**src/rtl/pipe_slice_pkg.sv**
```systemverilog
// Shared types and sizing helpers for the pipe_slice register chain.
package pipe_slice_pkg;

  typedef enum logic [1:0] {
    StEmpty,
    StBusy,
    StFull
  } stage_state_e;

  // Width of a counter that must represent 0..2*depth words.
  function automatic int unsigned count_width(input int unsigned depth);
    return $clog2(2 * depth + 1);
  endfunction

endpackage

```
**src/rtl/pipe_slice_stage.sv**
```systemverilog
// One skid-register stage of pipe_slice: main register plus skid register.
// Optional synchronous flush port when PIPE_SLICE_FLUSH_EN is defined.
module pipe_slice_stage
  import pipe_slice_pkg::*;
#(
  parameter int unsigned WIDTH = 8
) (
  input  logic             aclk,
  input  logic             arstn,
`ifdef PIPE_SLICE_FLUSH_EN
  input  logic             flush,
`endif
  input  logic             in_valid,
  output logic             in_ready,
  input  logic [WIDTH-1:0] in_data,
  output logic             out_valid,
  input  logic             out_ready,
  output logic [WIDTH-1:0] out_data
);

  stage_state_e     state_q, state_d;
  logic [WIDTH-1:0] main_q, main_d;
  logic [WIDTH-1:0] skid_q, skid_d;
  logic             ready_q;
  logic             in_xfer, out_xfer;

  assign in_xfer   = in_valid & ready_q;
  assign out_xfer  = (state_q != StEmpty) & out_ready;
  assign in_ready  = ready_q;
  assign out_valid = (state_q != StEmpty);
  assign out_data  = main_q;

  always_comb begin
    state_d = state_q;
    main_d  = main_q;
    skid_d  = skid_q;
    unique case (state_q)
      StEmpty: begin
        if (in_xfer) begin
          state_d = StBusy;
          main_d  = in_data;
        end
      end
      StBusy: begin
        if (in_xfer && out_xfer) begin
          main_d = in_data;
        end else if (in_xfer) begin
          state_d = StFull;
          skid_d  = in_data;
        end else if (out_xfer) begin
          state_d = StEmpty;
        end
      end
      StFull: begin
        // ready_q is low here, so no input transfer can coincide.
        if (out_xfer) begin
          state_d = StBusy;
          main_d  = skid_q;
        end
      end
      default: state_d = StEmpty;
    endcase
`ifdef PIPE_SLICE_FLUSH_EN
    if (flush) begin
      state_d = StEmpty;
    end
`endif
  end

  always_ff @(posedge aclk) begin
    if (!arstn) begin
      state_q <= StEmpty;
      main_q  <= '0;
      skid_q  <= '0;
      ready_q <= 1'b0;
    end else begin
      state_q <= state_d;
      main_q  <= main_d;
      skid_q  <= skid_d;
      ready_q <= (state_d != StFull);
    end
  end

endmodule

```
**src/rtl/pipe_slice.sv**
```systemverilog
// DEPTH-stage valid/ready register slice with occupancy count.
// Define PIPE_SLICE_FLUSH_EN to add the synchronous flush port.
module pipe_slice
  import pipe_slice_pkg::*;
#(
  parameter int unsigned WIDTH = 8,
  parameter int unsigned DEPTH = 2,
  localparam int unsigned CntW = count_width(DEPTH)
) (
  input  logic             aclk,
  input  logic             arstn,
`ifdef PIPE_SLICE_FLUSH_EN
  input  logic             flush,
`endif
  input  logic             s_valid,
  output logic             s_ready,
  input  logic [WIDTH-1:0] s_data,
  output logic             m_valid,
  input  logic             m_ready,
  output logic [WIDTH-1:0] m_data,
  output logic [CntW-1:0]  count
);

  localparam logic [CntW-1:0] MaxCount = CntW'(2 * DEPTH);

  // Index 0 is the upstream side, index DEPTH the downstream side.
  logic             vld [DEPTH+1];
  logic             rdy [DEPTH+1];
  logic [WIDTH-1:0] dat [DEPTH+1];

  assign vld[0]     = s_valid;
  assign dat[0]     = s_data;
  assign s_ready    = rdy[0];
  assign m_valid    = vld[DEPTH];
  assign m_data     = dat[DEPTH];
  assign rdy[DEPTH] = m_ready;

  for (genvar g = 0; g < DEPTH; g++) begin : g_stage
    pipe_slice_stage #(
      .WIDTH(WIDTH)
    ) u_stage (
      .aclk     (aclk),
      .arstn    (arstn),
`ifdef PIPE_SLICE_FLUSH_EN
      .flush    (flush),
`endif
      .in_valid (vld[g]),
      .in_ready (rdy[g]),
      .in_data  (dat[g]),
      .out_valid(vld[g+1]),
      .out_ready(rdy[g+1]),
      .out_data (dat[g+1])
    );
  end

  logic            s_xfer, m_xfer;
  logic [CntW-1:0] count_q, count_d;

  assign s_xfer = s_valid & s_ready;
  assign m_xfer = m_valid & m_ready;
  assign count  = count_q;

  always_comb begin
    count_d = count_q;
    if (s_xfer && !m_xfer) begin
      count_d = count_q + CntW'(1);
    end else if (m_xfer && !s_xfer) begin
      count_d = count_q - CntW'(1);
    end
`ifdef PIPE_SLICE_FLUSH_EN
    if (flush) begin
      count_d = '0;
    end
`endif
  end

  always_ff @(posedge aclk) begin
    if (!arstn) begin
      count_q <= '0;
    end else begin
      count_q <= count_d;
    end
  end

  a_count_bound: assert property (@(posedge aclk) disable iff (!arstn) count_q <= MaxCount);
  a_hold_data: assert property (@(posedge aclk) disable iff (!arstn)
    (m_valid && !m_ready) |=> $stable(m_data));

endmodule

```
**config.mk**
```make
export PLATFORM = sky130hd
export DESIGN_NAME = pipe_slice
export DESIGN_NICKNAME = d
export VERILOG_FILES = /design/src/rtl/pipe_slice_pkg.sv /design/src/rtl/pipe_slice_stage.sv /design/src/rtl/pipe_slice.sv
export SDC_FILE = /design/constraint.sdc
export NUM_CORES = 1
export LEC_CHECK = 0
export CAP_MARGIN = 20
export CORE_MARGIN = 2
export CORE_UTILIZATION = 40
export CTS_CLUSTER_DIAMETER = 30
export DETAILED_ROUTE_END_ITERATION = 7
export PLACE_DENSITY = 0.71
export SLEW_MARGIN = 15
export SYNTH_ARGS = -nofsm -noshare
export SYNTH_HDL_FRONTEND = slang
export SYNTH_SLANG_ARGS = --single-unit
```
**constraint.sdc**
```tcl
create_clock -name aclk -period 2.75 [get_ports aclk]
set_clock_uncertainty 0.05 [all_clocks]
set_input_delay 0.4125 -clock aclk [delete_from_list [all_inputs] [get_ports aclk]]
set_output_delay 0.4125 -clock aclk [all_outputs]
set_load 0.01 [all_outputs]
```
# After elaboration in Yosys (flattened, before gate mapping)

Cells that the tools add are included.

Bits of input ports: 12
Logic and storage cells: 67
Register bits after elaboration: 41

Add/sub/neg operators: 2
Reductions and logical operators: 17
Eq/ne operators: 12
Bitwise gates (word level): 5
Muxes and demuxes: 22

Operators with widths:

| operator              | count |
|---|---|
| $mux W8               | 6 |
| $pmux W8 S3           | 2 |
| $mux W2               | 10 |
| $pmux W2 S3           | 2 |
| $ne A2 B1 Y1 const B  | 5 |
| $reduce_and A4 Y1     | 2 |
| $mux W3               | 2 |
| $ne A2 B2 Y1 const B  | 3 |
| $reduce_and A3 Y1     | 2 |
| $reduce_bool A2 Y1    | 3 |
| $reduce_bool A3 Y1    | 2 |
| $eq A2 B1 Y1 const B  | 2 |
| $eq A2 B2 Y1 const B  | 2 |
| $logic_and A1 B1 Y1   | 4 |
| $logic_not A2 Y1      | 2 |
| $add A3 B1 Y3 const B | 1 |
| $and A1 B1 Y1         | 3 |
| $sub A3 B1 Y3 const B | 1 |
| $logic_not A1 Y1      | 2 |
| $not A1 Y1            | 2 |

# Longest topological paths before layout

Gate-level depths: netlist of the first run.

Depth in word-level cells: 7
Depth in mapped cells: 8
Mapped depth without buffers: 8

# Hierarchy

From an unflattened synthesis of the first run, not the netlist that was laid out.

Cell total of the unflattened synthesis: 176
Area total of the unflattened synthesis: 1839.3 um2

Modules (own cells, without submodules):

| module           | times used | cells each | area each (um2) |
|---|---|---|---|
| pipe_slice_stage | 2          | 80         | 837.1 |
| pipe_slice       | 1          | 16         | 165.2 |

# Worst setup path after synthesis of the first run

No wires, ideal clock.

Kind: flip-flop to flip-flop
From: reg g_stage[1].u_stage.state_q[1]
To: reg count_q[2], in the netlist count[2]
Setup slack: 0.711 ns
Data arrival time: 1.913 ns
Data required time: 2.624 ns
Stages on the path, launching flop included: 9
Cell sequence: dfxtp_1 -> or2_2 -> nand2_1 -> ha_1 -> inv_1 -> fa_1 -> xor2_1 -> or3_1 -> a21boi_0

Longest elaborated chain between the ends: 5
Elaborated cells on any way between the ends: 7
Those cells by class: mux (1); bitwise (1); reduce/logical (5)

Ends and longest elaborated chain:

| item                                                 | RTL line               | text |
|---|---|---|
| start, declared                                      | pipe_slice_stage.sv:21 | `stage_state_e state_q, state_d;` |
| start signal, assigned                               | pipe_slice_stage.sv:72 | `state_q <= StEmpty;` |
| start signal, assigned                               | pipe_slice_stage.sv:77 | `state_q <= state_d;` |
| $reduce_bool A2 Y1 (*)                               | pipe_slice_stage.sv:30 | `assign out_valid = (state_q != StEmpty);` |
| named net m_valid                                    | pipe_slice.sv:18       | `output logic m_valid,` |
| $and A1 B1 Y1 (*)                                    | pipe_slice.sv:60       | `assign m_xfer = m_valid & m_ready;` |
| $logic_not A1 Y1                                     | pipe_slice.sv:65       | `if (s_xfer && !m_xfer) begin` |
| $logic_and A1 B1 Y1                                  | pipe_slice.sv:65       |  |
| $mux W3 / $reduce_bool A2 Y1 (equally long branches) | --                     |  |
| end signal, assigned                                 | pipe_slice.sv:81       | `count_q <= count_d;` |
| end, declared                                        | pipe_slice.sv:57       | `logic [CntW-1:0] count_q, count_d;` |

The timed path passes the listed nets; every way through them passes the cells marked *.
A chain may end at the register's enable or synchronous reset.

# Worst setup path in the final report of the first run

From: in s_valid
To: reg count_q[2], in the netlist count[2]

Longest elaborated chain between the ends: 4
Elaborated cells on any way between the ends: 6
Those cells by class: mux (1); bitwise (1); reduce/logical (4)

Ends and longest elaborated chain:

| item                                | RTL line         | text |
|---|---|---|
| start, declared                     | pipe_slice.sv:15 | `input logic s_valid,` |
| $and A1 B1 Y1 (*)                   | pipe_slice.sv:59 | `assign s_xfer = s_valid & s_ready;` |
| $logic_not A1 Y1                    | pipe_slice.sv:67 | `end else if (m_xfer && !s_xfer) begin` |
| $logic_and A1 B1 Y1                 | pipe_slice.sv:67 |  |
| $reduce_bool A2 Y1 (no source line) | --               |  |

Every way passes the cells marked *; elsewhere a longest branch is shown, timed or not.

==> results.py, run 1 <==
metrics = {
    "route": {
        "totalWireLength_um": 3120,
        "first_pass_iters": 4,
        "wl_per_cell_um": 12.3,
        "drc": 0,
        "route.vias.total": 1277,
        "ant_nets": 0,
        "drt-initial-drc-count": 14,
        "viasPerCell": 5.03,
    },
    "outcome": {
        "outcome": "complete, no violations",
    },
    "logic_synthesis": {
        "synth_seq_area_share": 0.426,
        "synth_ff_type": "dfxtp_1",
        "synth-async-reset-ratio": 0,
        "synth_compound_area_frac": 0.139,
        "synth_top_family_by_area": "multiplexers",
        "synth_nets": 197,
        "synthMuxAreaShare": 0.188,
        "ys_seq_elements": 41,
        "synth.distinct_cells": 35,
        "syn_inst": 183,
        "synth_xor_area_frac": 0.00909,
        "syn_area_sq_um": 1930,
        "synth-simple-area-share": 0.156,
        "synth.avg_cell_area_sq_um": 10.5,
        "synthAdderAreaFrac": 0.0169,
        "yosys_warnings": 0,
        "synth_edf_count": 0,
    },
    "finish": {
        "num_antenna_cells": 0,
        "layout_commonest_cell": "dfxtp_1",
        "drive_gt1_frac": 0.105,
        "nets": 213,
        "multi_input_area_sq_um": 980,
        "area_delta_synth_final_pct": 16.5,
        "mostFrequentLayoutCells": "dfxtp_1 (41), mux2i_1 (35), clkdlybuf4s50_1 (24)",
        "regArea_sq_um": 821,
        "nFillCells": 479,
    },
    "sta": {
        "post-route-period-util": 0.795,
        "hold_viol_final": 0,
        "max-slew-margin-rel": 0.568,
        "setup_viol": 0,
        "setup_ws_ns": 0.563,
        "worstMarginPinSlew_ns": 0.648,
        "rsz0062_at_grt": "no",
        "fmax_ghz": 0.457,
        "fin_tns_setup_ns": 0,
        "drv_slew": 0,
        "fin_crit_ns": 2.19,
    },
    "clocking": {
        "clk_latency_ns": 0.29,
        "cts_resized": 0,
        "root_buffer": "clkbuf_8",
        "post_cts_buffers": 0,
        "h-tree-depth": 2,
        "clk_pin_slew_ns": 0.08,
        "cts_max_path_buffers": 2,
        "clock_sinks": 41,
        "cts_made_buffers": 5,
        "cts_tree": "done",
        "cts_hold_buf": 0,
    },
    "global_route": {
        "grt_start_max_net_pins": 26,
        "grt_usage": 0.128,
        "overflow": 0,
        "grt_pass1_vias": 1257,
        "grt_pass1_wl_um": 5330,
        "antenna_found_initial": 0,
    },
    "hold_path": {
        "hold_class": "reg -> reg",
    },
    "die": {
        "fp-row-count": 25,
        "initial_core_util": 0.411,
        "pin_count": 25,
        "die-area_sq_um": 5390,
        "chipWidth_um": 73.4,
        "fp.dieH_um": 73.4,
        "coreArea_sq_um": 4690,
    },
    "pwr": {
        "power_density_nw_per_um2": 586,
        "power_uw": 1320,
        "vdd.ir_drop.worst_mv": 0.301,
        "p_leak_uw": 0.00105,
    },
    "placed_design": {
        "port_buffers": 24,
        "place.gp.congestion": 0.731,
        "dpl_worst_slack_ns": 0.241,
        "dp_hpwl_um": 2150,
    },
    "critical_path": {
        "cp-end-kind": "flop",
        "crit_path_max_fanout": 4,
        "cp.required_ns": 2.93,
        "cp-start-kind": "input port",
        "cp.arrival_ns": 2.36,
        "path_class": "in -> reg",
    },
    "flow_run": {
        "maxCapViolations": 0,
    },
}
-- cell type report --
type	instances	share of cell area
Clock buffer	7	0.0384
Clock inverter	1	0.0134
Inverter	4	0.00668
Multi-Input combinational cell	122	0.436
Sequential cell	41	0.365
Tap cell	54	0.0301
Timing Repair Buffer	25	0.110
-- final timing paths --
path	to	cells past startpoint	slack, ns	start
worst max-delay path	count[2]	9	0.56	s_valid
worst min-delay path	count[2]	2	0.45	count[2]
worst max register to register	count[2]	8	0.66	g_stage[1].u_stage.state_q[1]
worst min register to register	count[2]	2	0.45	count[2]
-- stage by stage --
step           cells  hold slack [ns]  utilization  area (sq um)
2_1_floorplan    183            0.432            -          1930
3_3_place_gp     246            0.431        0.454          2130
3_5_place_dp     246            0.441        0.454          2130
4_1_cts          254            0.455        0.479          2250
5_1_grt          254            0.487        0.479          2250
6_report         254            0.454        0.479          2250
-- sequential cells by signal, summed over array words and instances (netlist names) --
signal,cells
g_stage.u_stage.out_data,16
g_stage.u_stage.skid_q,16
g_stage.u_stage.state_q,4
count,3
g_stage.u_stage.in_ready,2
-- cells by family (layout without fill, tap and decap cells) --
group / Yosys count / in the layout
AOI/OAI and AO/OA: 34 / 34
xor gates and xnor gates: 2 / 2
adders and majority gates: 2 / 2
buffers and inverters: 20 / 37
DFF: 41 / 41
muxes: 36 / 36
and+or+nand+nor: 48 / 48
-- synth_stat cells, drive strengths merged, types with 3 or more instances --
master | count | share of area
dfxtp | 41 | 0.43
mux2i | 35 | 0.18
nor2b | 20 | 0.066
buf | 12 | 0.051
nand2 | 11 | 0.021
a21oi | 10 | 0.030
o21ai | 10 | 0.032
o211a | 8 | 0.042
and2 | 4 | 0.013
clkbuf | 4 | 0.0078
inv | 4 | 0.0078
nand2b | 3 | 0.0097
-- metal layers --
metal,GRT usage,share of wire,up-vias
li1,-,-,656
met2,0.217,0.48,21
met5,0,0,-
met3,0.0370,0.037,5
met4,0.0545,0.016,0
met1,0.150,0.47,595
-- critical path: stages --
cell	delay (ns)
clkdlybuf4s50_1	0.57
nand2_1	0.10
inv_1	0.08
ha_1	0.17
inv_1	0.06
fa_1	0.37
xor2_1	0.16
or3_1	0.30
a21boi_0	0.15
-- where the power goes --
group / total, uW / internal (uW) / switching, uW / leakage (uW)
Clock: 496 / 296 / 200 / 0.0000585
Combinational: 168 / 94.9 / 73.2 / 0.000656
Sequential: 652 / 625 / 27.0 / 0.000334
Note: power is estimated with default switching activity, not from simulation.
==> run 2, diff against run 1 <==
==> constraint.sdc (replaced) <==
create_clock -name aclk -period 2.19 [get_ports aclk]
set_clock_uncertainty 0.05 [all_clocks]
set_input_delay 0.3285 -clock aclk [delete_from_list [all_inputs] [get_ports aclk]]
set_output_delay 0.3285 -clock aclk [all_outputs]
set_load 0.01 [all_outputs]
==> run 2 against run 1 <==
- utilization increased by 0.37 points
- clock power decreased by 7.7%
- total power increased by 14%
- final cell count increased by 2.4%
- critical path depth decreased by 1
- count of clock-buffer cells in the layout decreased by 2
- first-iteration DRC count increased to 4.8 times the previous value
- largest power group unchanged
- via count increased by 3.7%
==> results.py, run 2 (synthesis results as in run 1) <==
metrics = {
    "sta": {
        "post-route-period-util": 0.930,
        "fin_tns_setup_ns": 0,
        "fin_crit_ns": 2.04,
        "drv_slew": 0,
        "worstMarginPinSlew_ns": 0.558,
        "hold_viol_final": 0,
        "max-slew-margin-rel": 0.628,
        "fmax_ghz": 0.491,
        "setup_viol": 0,
        "rsz0062_at_grt": "no",
    },
    "flow_run": {
        "maxCapViolations": 0,
    },
    "outcome": {
        "outcome": "complete, no violations",
    },
    "pwr": {
        "p_clk_frac": 0.306,
        "vdd.ir_drop.worst_mv": 0.406,
        "power_density_nw_per_um2": 661,
        "swShare": 0.250,
        "p_comb_frac": 0.147,
        "p_sw_uw": 374,
        "internal_power_uw": 1120,
        "sequentialPowerShare": 0.547,
        "p_leak_uw": 0.00107,
        "power_uw": 1500,
    },
    "clocking": {
        "post_cts_buffers": 0,
        "cts_tree": "done",
        "clk_pin_slew_ns": 0.07,
        "cts_made_buffers": 5,
        "root_buffer": "clkbuf_8",
        "cts_max_path_buffers": 2,
        "cts_resized": 0,
        "cts_hold_buf": 0,
        "h-tree-depth": 2,
        "clock_sinks": 41,
        "clk_latency_ns": 0.29,
    },
    "finish": {
        "fin_util": 0.483,
        "drive_gt1_frac": 0.136,
        "num_antenna_cells": 0,
        "area_delta_synth_final_pct": 17.5,
        "regArea_sq_um": 821,
        "multi_input_area_sq_um": 980,
        "mostFrequentLayoutCells": "dfxtp_1 (41), mux2i_1 (35), clkdlybuf4s50_1 (24)",
        "nets": 221,
        "layout_commonest_cell": "dfxtp_1",
        "nFillCells": 467,
    },
    "die": {
        "coreArea_sq_um": 4690,
        "pin_count": 25,
        "initial_core_util": 0.411,
        "fp-row-count": 25,
        "chipWidth_um": 73.4,
        "fp.dieH_um": 73.4,
        "die-area_sq_um": 5390,
    },
    "hold_path": {
        "hold_depth": 2,
        "hold_class": "reg -> reg",
        "hp-start": "count[2]",
        "hold_end": "count[2]",
    },
    "critical_path": {
        "startpoint": "g_stage[1].u_stage.state_q[0]",
        "path_class": "reg -> reg",
        "cp-end-kind": "flop",
        "regToRegStartpoint": "g_stage[1].u_stage.state_q[0]",
        "regToRegEndpoint": "count[2]",
        "cp.required_ns": 2.36,
        "cp-start-kind": "flop",
        "rr_worst_depth": 8,
        "rrSetupSlack_ns": 0.15,
        "crit_path_max_fanout": 5,
        "cp.arrival_ns": 2.21,
    },
    "placed_design": {
        "place.gp.congestion": 0.671,
        "dp_hpwl_um": 2150,
        "port_buffers": 24,
    },
    "route": {
        "wl_per_cell_um": 12.1,
        "ant_nets": 0,
        "first_pass_iters": 4,
        "totalWireLength_um": 3140,
        "drt-initial-drc-count": 67,
        "drc": 0,
        "viasPerCell": 5.09,
        "route.vias.total": 1324,
    },
    "global_route": {
        "grt_start_max_net_pins": 42,
        "overflow": 0,
        "antenna_found_initial": 0,
        "grt_pass1_wl_um": 5440,
        "grt_usage": 0.131,
        "grt_pass1_vias": 1266,
    },
}
==> run 2: changes by cell type in the layout (fill, tap and decap cells not counted), sizes merged <==
cell    previous run  this run
bufinv             1         0
clkbuf             7         5
buf                1         9
clkinv             0         1
==> run 2: through the flow <==
stage	instance area [sq um]	std cells	setup WS, ns	hold WS [ns]
final	2260	260	0.153	0.451
after global routing	2260	260	0.0862	0.471
after CTS	2260	260	0.133	0.455
after detailed placement	2190	254	-0.0767	0.445
after global placement	2190	254	-0.0320	0.432
after floorplan	1930	183	0.151	0.424
==> run 2: final cells by class <==
type | count | share of cell area
well taps | 54 | 0.0298
flip-flops and latches | 41 | 0.362
clock inverters | 1 | 0.00221
repair buffers | 33 | 0.136
clock buffers | 5 | 0.0304
multi-input cells | 122 | 0.433
inverters | 4 | 0.00663
==> run 2: power groups by stage <==
stage / Sequential, uW / Combinational [uW] / Clock [uW]
after detailed placement: 837 / 223 / 0
after CTS: 820 / 224 / 471
after floorplan: 833 / 145 / 0
after global placement: 837 / 221 / 0
after global routing: 826 / 244 / 505
final: 819 / 220 / 458
==> run 2: worst max-delay path by stage <==
stage / cells after the start / endpoint / slack [ns]
4_1_cts: 8 / count[2] / 0.13
5_1_grt: 8 / count[2] / 0.09
3_3_place_gp: 9 / count[2] / -0.03
2_1_floorplan: 8 / count[2] / 0.15
3_5_place_dp: 9 / count[2] / -0.08
6_report: 8 / count[2] / 0.15
==> run 2: critical path, stage by stage, from the launching register on <==
cell and delay (ns):
dfxtp_1 0.34, or2_2 0.28, nand2_1 0.08, ha_1 0.17, inv_1 0.06, fa_1 0.37
xor2_1 0.16, or3_1 0.30, a21boi_0 0.16
==> run 2: per-layer routing <==
metal | share of wire | track usage
met1 | 0.45 | 0.155
met2 | 0.50 | 0.218
met5 | 0 | 0
met4 | 0.016 | 0.0545
met3 | 0.041 | 0.0425
==> RTL change 1 (settings of run 2) <==
`WIDTH` is set to 8 in 2 places; all go to 12.
--- a/src/rtl/pipe_slice_stage.sv
+++ b/src/rtl/pipe_slice_stage.sv
@@ -3,7 +3,7 @@
 module pipe_slice_stage
   import pipe_slice_pkg::*;
 #(
-  parameter int unsigned WIDTH = 8
+  parameter int unsigned WIDTH = 12
 ) (
   input  logic             aclk,
   input  logic             arstn,
--- a/src/rtl/pipe_slice.sv
+++ b/src/rtl/pipe_slice.sv
@@ -3,7 +3,7 @@
 module pipe_slice
   import pipe_slice_pkg::*;
 #(
-  parameter int unsigned WIDTH = 8,
+  parameter int unsigned WIDTH = 12,
   parameter int unsigned DEPTH = 2,
   localparam int unsigned CntW = count_width(DEPTH)
 ) (
Ports: changed (resized m_data and s_data); port bits go from 25 to 33. The function was not compared with the original's and may differ.
==> RTL change 1 against run 2 <==
Sequential power is 38% higher. Area after synthesis is 27% higher. Largest power group unchanged. Final area is 32% higher. Setup slack worse by 0.031 ns. Routed wire length is 34% higher. Total power is 51% higher. Non-clock buffer count is 12 higher. Sequential cell count is 16 higher.
==> RTL change 1: results (changes against run 2) <==
[synthesis]
synth.avg_cell_area_um2=9.78  ; -7.2%
yosysUniqueCellTypes=36  ; +2.9%
yosys_warnings=0  ; unchanged
seq_area_frac_synth_pct=46.5  ; +3.9 points
synthArstFlopShare_pct=0  ; unchanged
syn-num-nets=269  ; +37%
synthFlopType=dfxtp_1
synth_common_cells=dfxtp_1 (57), mux2i_1 (50), nor2_1 (44), a21oi_1 (14)
yosys-top-cells-area=dfxtp_1 (47%), mux2i_1 (20%), nor2_1 (6.7%)

[grt]
grt_pass1_vias=1557  ; +23%
overflow=0  ; unchanged
grt_max_degree=45  ; +7.1%
antenna_found_initial=0  ; unchanged
grt_pass1_wl_um=6800  ; +25%
track_usage_pct=13.3  ; +0.14 points

[placed_design]
place_congestion=0.758  ; +13%
dp_cells=342  ; +35%
dp_hpwl_um=2940  ; +37%
io_buffers=32  ; +33%

[min_path]
hold_start=g_stage[0].u_stage.skid_q[4]
whs_endpoint=g_stage[0].u_stage.skid_q[4]
hold_depth=2  ; unchanged
worstHoldPathType=reg -> reg

[timing]
hold_violations=0  ; unchanged
max-slew-margin-rel_pct=70.1  ; +7.3 points
whs_ns=0.442  ; -0.00899 ns

[clocking]
cts_buffers=9  ; +4
htreeDepth=3  ; +1
cts_root_buf=clkbuf_8
clockBufferDepth=2  ; unchanged
insertion_delay_ns=0.32  ; +0.03 ns
clk_pin_slew_ns=0.06
cts_setup_buffers=0  ; unchanged

[route]
drtIter0Drc=56  ; -16%
route.met2.wl_um=1760  ; +13%
dr.max_layer_used=met4
dr_wl_met3_um=135  ; +4.7%
wl_met1_um=2210  ; +58%
dr.pass1.iters=4  ; unchanged
drt-wirelength-per-cell_um=11.8  ; -2.3%
vias=1718  ; +30%

[power_and_ir_drop]
switching_share_pct=24.3  ; -0.73 points
p_leak_nw=1.25  ; +17%
ir_drop_v=0.000329  ; -19%

[layout]
fillers=563  ; +21%
drive_gt1_share_pct=12.7  ; -0.87 points
fin_cells=358  ; +38%
num_antenna_cells=0  ; unchanged
nets=296  ; +34%

[run_status]
status=finished, final reports clean

[setup_path]
critPathMaxFanout=6  ; +1
ff2ff_setup_slack_ns=0.12  ; -0.03 ns
reg2reg_to=count[2]
reg2regPathDepth=8  ; unchanged
arrival_ns=2.27  ; +0.06 ns
regToRegStartpoint=g_stage[1].u_stage.state_q[0]

==> RTL change 1: critical path, cell delays in order, from the launching register on <==
cell	delay, ns
dfxtp_1	0.34
or2_2	0.30
nand2_1	0.08
ha_2	0.18
inv_1	0.05
fa_1	0.37
xor2_1	0.16
or3_4	0.33
a21oi_2	0.13
==> RTL change 1: power groups by stage <==
stage               Sequential (mW)  Combinational, mW  Clock [mW]
floorplan                      1.15              0.166           0
global placement               1.15              0.265           0
detailed placement             1.15              0.269           0
CTS                            1.13              0.270       0.874
global route                   1.14              0.301       0.926
finish                         1.13              0.272       0.851
==> RTL change 1: kinds of logic after synthesis <==
family                   count (synthesis)  synth area share, %
buffers and inverters                   32                 7.50
multiplexers                            50                 20.4
AO/OA/AOI/OAI                           47                 12.3
AND/OR/NAND/NOR                         61                 11.2
flip-flops                              57                 46.5
adder cells (fa/ha/maj)                  2                 1.33
XOR/XNOR                                 2                0.714
==> RTL change 1: per-stage QoR <==
stage,util [%],setup WS [ns],area (µm²)
finish,50.5,0.122,2990
CTS,50.3,0.105,2980
detailed placement,47.4,-0.100,2810
global route,50.5,0.0164,2990
global placement,47.4,0.000535,2810
floorplan,-,0.0893,2450
==> RTL change 1: how the worst max path moves through the flow <==
stage                                  start  slack [ns]        to  cells after the start
2_1_floorplan  g_stage[1].u_stage.state_q[1]        0.09  count[2]                      9
3_3_place_gp                         s_valid      0.0005  count[2]                      9
3_5_place_dp                         s_valid       -0.10  count[2]                      9
4_1_cts        g_stage[1].u_stage.state_q[0]        0.11  count[2]                      8
5_1_grt        g_stage[1].u_stage.state_q[0]        0.02  count[2]                      8
6_report       g_stage[1].u_stage.state_q[0]        0.12  count[2]                      8
==> RTL change 1: area by class of cell <==
class	count	area share (%)
flip-flops and latches	57	38.2
clock inverters	3	0.502
well taps	75	3.14
inverters	3	0.377
multi-input cells	162	38.1
repair buffers	45	14.4
clock buffers	13	5.31
==> RTL change 1: metal layers <==
| layer | vias up | global-route usage (%) |
|---|---|---|
| li1 | 911 | - |
| met1 | 770 | 17.3 |
| met2 | 29 | 19.4 |
| met3 | 8 | 3.59 |
| met4 | 0 | 8.00 |
| met5 | - | 0 |
==> RTL change 1: repair_timing <==
action | in CTS | in global routing
hold buffers | 0 | 0
gates resized for setup | 0 | 3
hold endpoints to repair | 0 | 0
endpoints found under the setup margin | 0 | 1
==> RTL change 2 (flow settings as in run 2) <==
Made on the original files. Make the reset (`arstn`) asynchronous in 2 clocked blocks.
--- a/src/rtl/pipe_slice_stage.sv
+++ b/src/rtl/pipe_slice_stage.sv
@@ -67,7 +67,7 @@
 `endif
   end
 
-  always_ff @(posedge aclk) begin
+  always_ff @(posedge aclk or negedge arstn) begin
     if (!arstn) begin
       state_q <= StEmpty;
       main_q  <= '0;
--- a/src/rtl/pipe_slice.sv
+++ b/src/rtl/pipe_slice.sv
@@ -74,7 +74,7 @@
 `endif
   end
 
-  always_ff @(posedge aclk) begin
+  always_ff @(posedge aclk or negedge arstn) begin
     if (!arstn) begin
       count_q <= '0;
     end else begin
Function: differs if arstn is asserted again (counterexample within 4 cycles, from zero or initial values and one cycle with arstn low); with arstn held inactive, the same outputs for 10 cycles.
==> RTL change 2 against run 2 <==
Die area up 4.7%. Routed wire length up 10%. Area after synthesis is 4.9% higher. Final cell count decreased by 7.7%. Final area up 5.7%. Sequential cell count unchanged. Setup slack improved by 0.023 ns. Largest cell class is now sequential cells.
Power is not compared: it rests on default switching activity, and its combinational part moved more than twofold at a synthesized area within 25%.
==> RTL change 2: results (changes against run 2) <==
[synthesis]
yosysUniqueCellTypes=34  ; -2.9%
yosys-top-cells-area=dfrtp_1 (51%), mux2_2 (26%), ha_1 (3.1%)
synth_common_cells=mux2_2 (47), dfrtp_1 (41), buf_4 (8), inv_1 (6), ha_1 (5)
seq_area_frac_synth_pct=50.7  ; +8.1 points
synthFlopType=dfrtp_1
synth_cells=152  ; -17%

[layout]
fillers=425  ; -9.0%
nets=191  ; -14%
fin_cells=240  ; -7.7%

[route]
via_per_inst=5.07  ; -0.42%
wl_met1_um=1420  ; +1.3%
drt-wirelength-per-cell_um=14.4  ; +19%

[min_path]
worstHoldPathType=in -> async

[timing]
whs_ns=0.115  ; -0.336 ns
setup_ws_ns=0.176  ; +0.0234 ns
worst_slew_pin_slew_ns=0.912  ; +0.353 ns

[placed_design]
dp_cells=233  ; -8.3%
place_ws_ns=0.0170  ; +0.0937 ns
dp_hpwl_um=2620  ; +22%

[run_status]
status=finished, final reports clean

[setup_path]
reg2regPathDepth=9  ; +1
arrival_ns=1.64  ; -0.57 ns
crit_family=buffers and inverters
reg2reg_to=count[2]

[grt]
grt_pass1_wl_um=5700  ; +4.8%
track_usage_pct=13.8  ; +0.64 points

[RTL change 2: final cells by class]
cell class / count / share of cell area, %
clock buffers: 5 / 2.88
clock inverters: 2 / 1.46
inverters: 6 / 0.941
multi-input cells: 93 / 37.9
flip-flops and latches: 41 / 42.9
well taps: 67 / 3.50
repair buffers: 26 / 10.5
[RTL change 2: logic make-up after synthesis]
logic type,share of synthesized area (%)
xor gates and xnor gates,1.73
and+or+nand+nor,6.18
AOI/OAI and AO/OA,4.95
DFF,50.7
buffers and inverters,5.07
adders and majority gates,4.08
muxes,27.3
[RTL change 2: worst reg2reg max path: cells and delay by family, from the launching register on]
family	cells	cell delay (ns)
simple gates	2	0.24
flops	1	0.44
buf+inv	2	0.17
xor+xnor	2	0.30
fa+ha+maj	3	0.73
[RTL change 2: repair_timing]
| action | in CTS | in global routing |
|---|---|---|
| hold buffers | 0 | 0 |
| gates resized for setup | 0 | 4 |
| setup endpoints to repair | 0 | 11 |
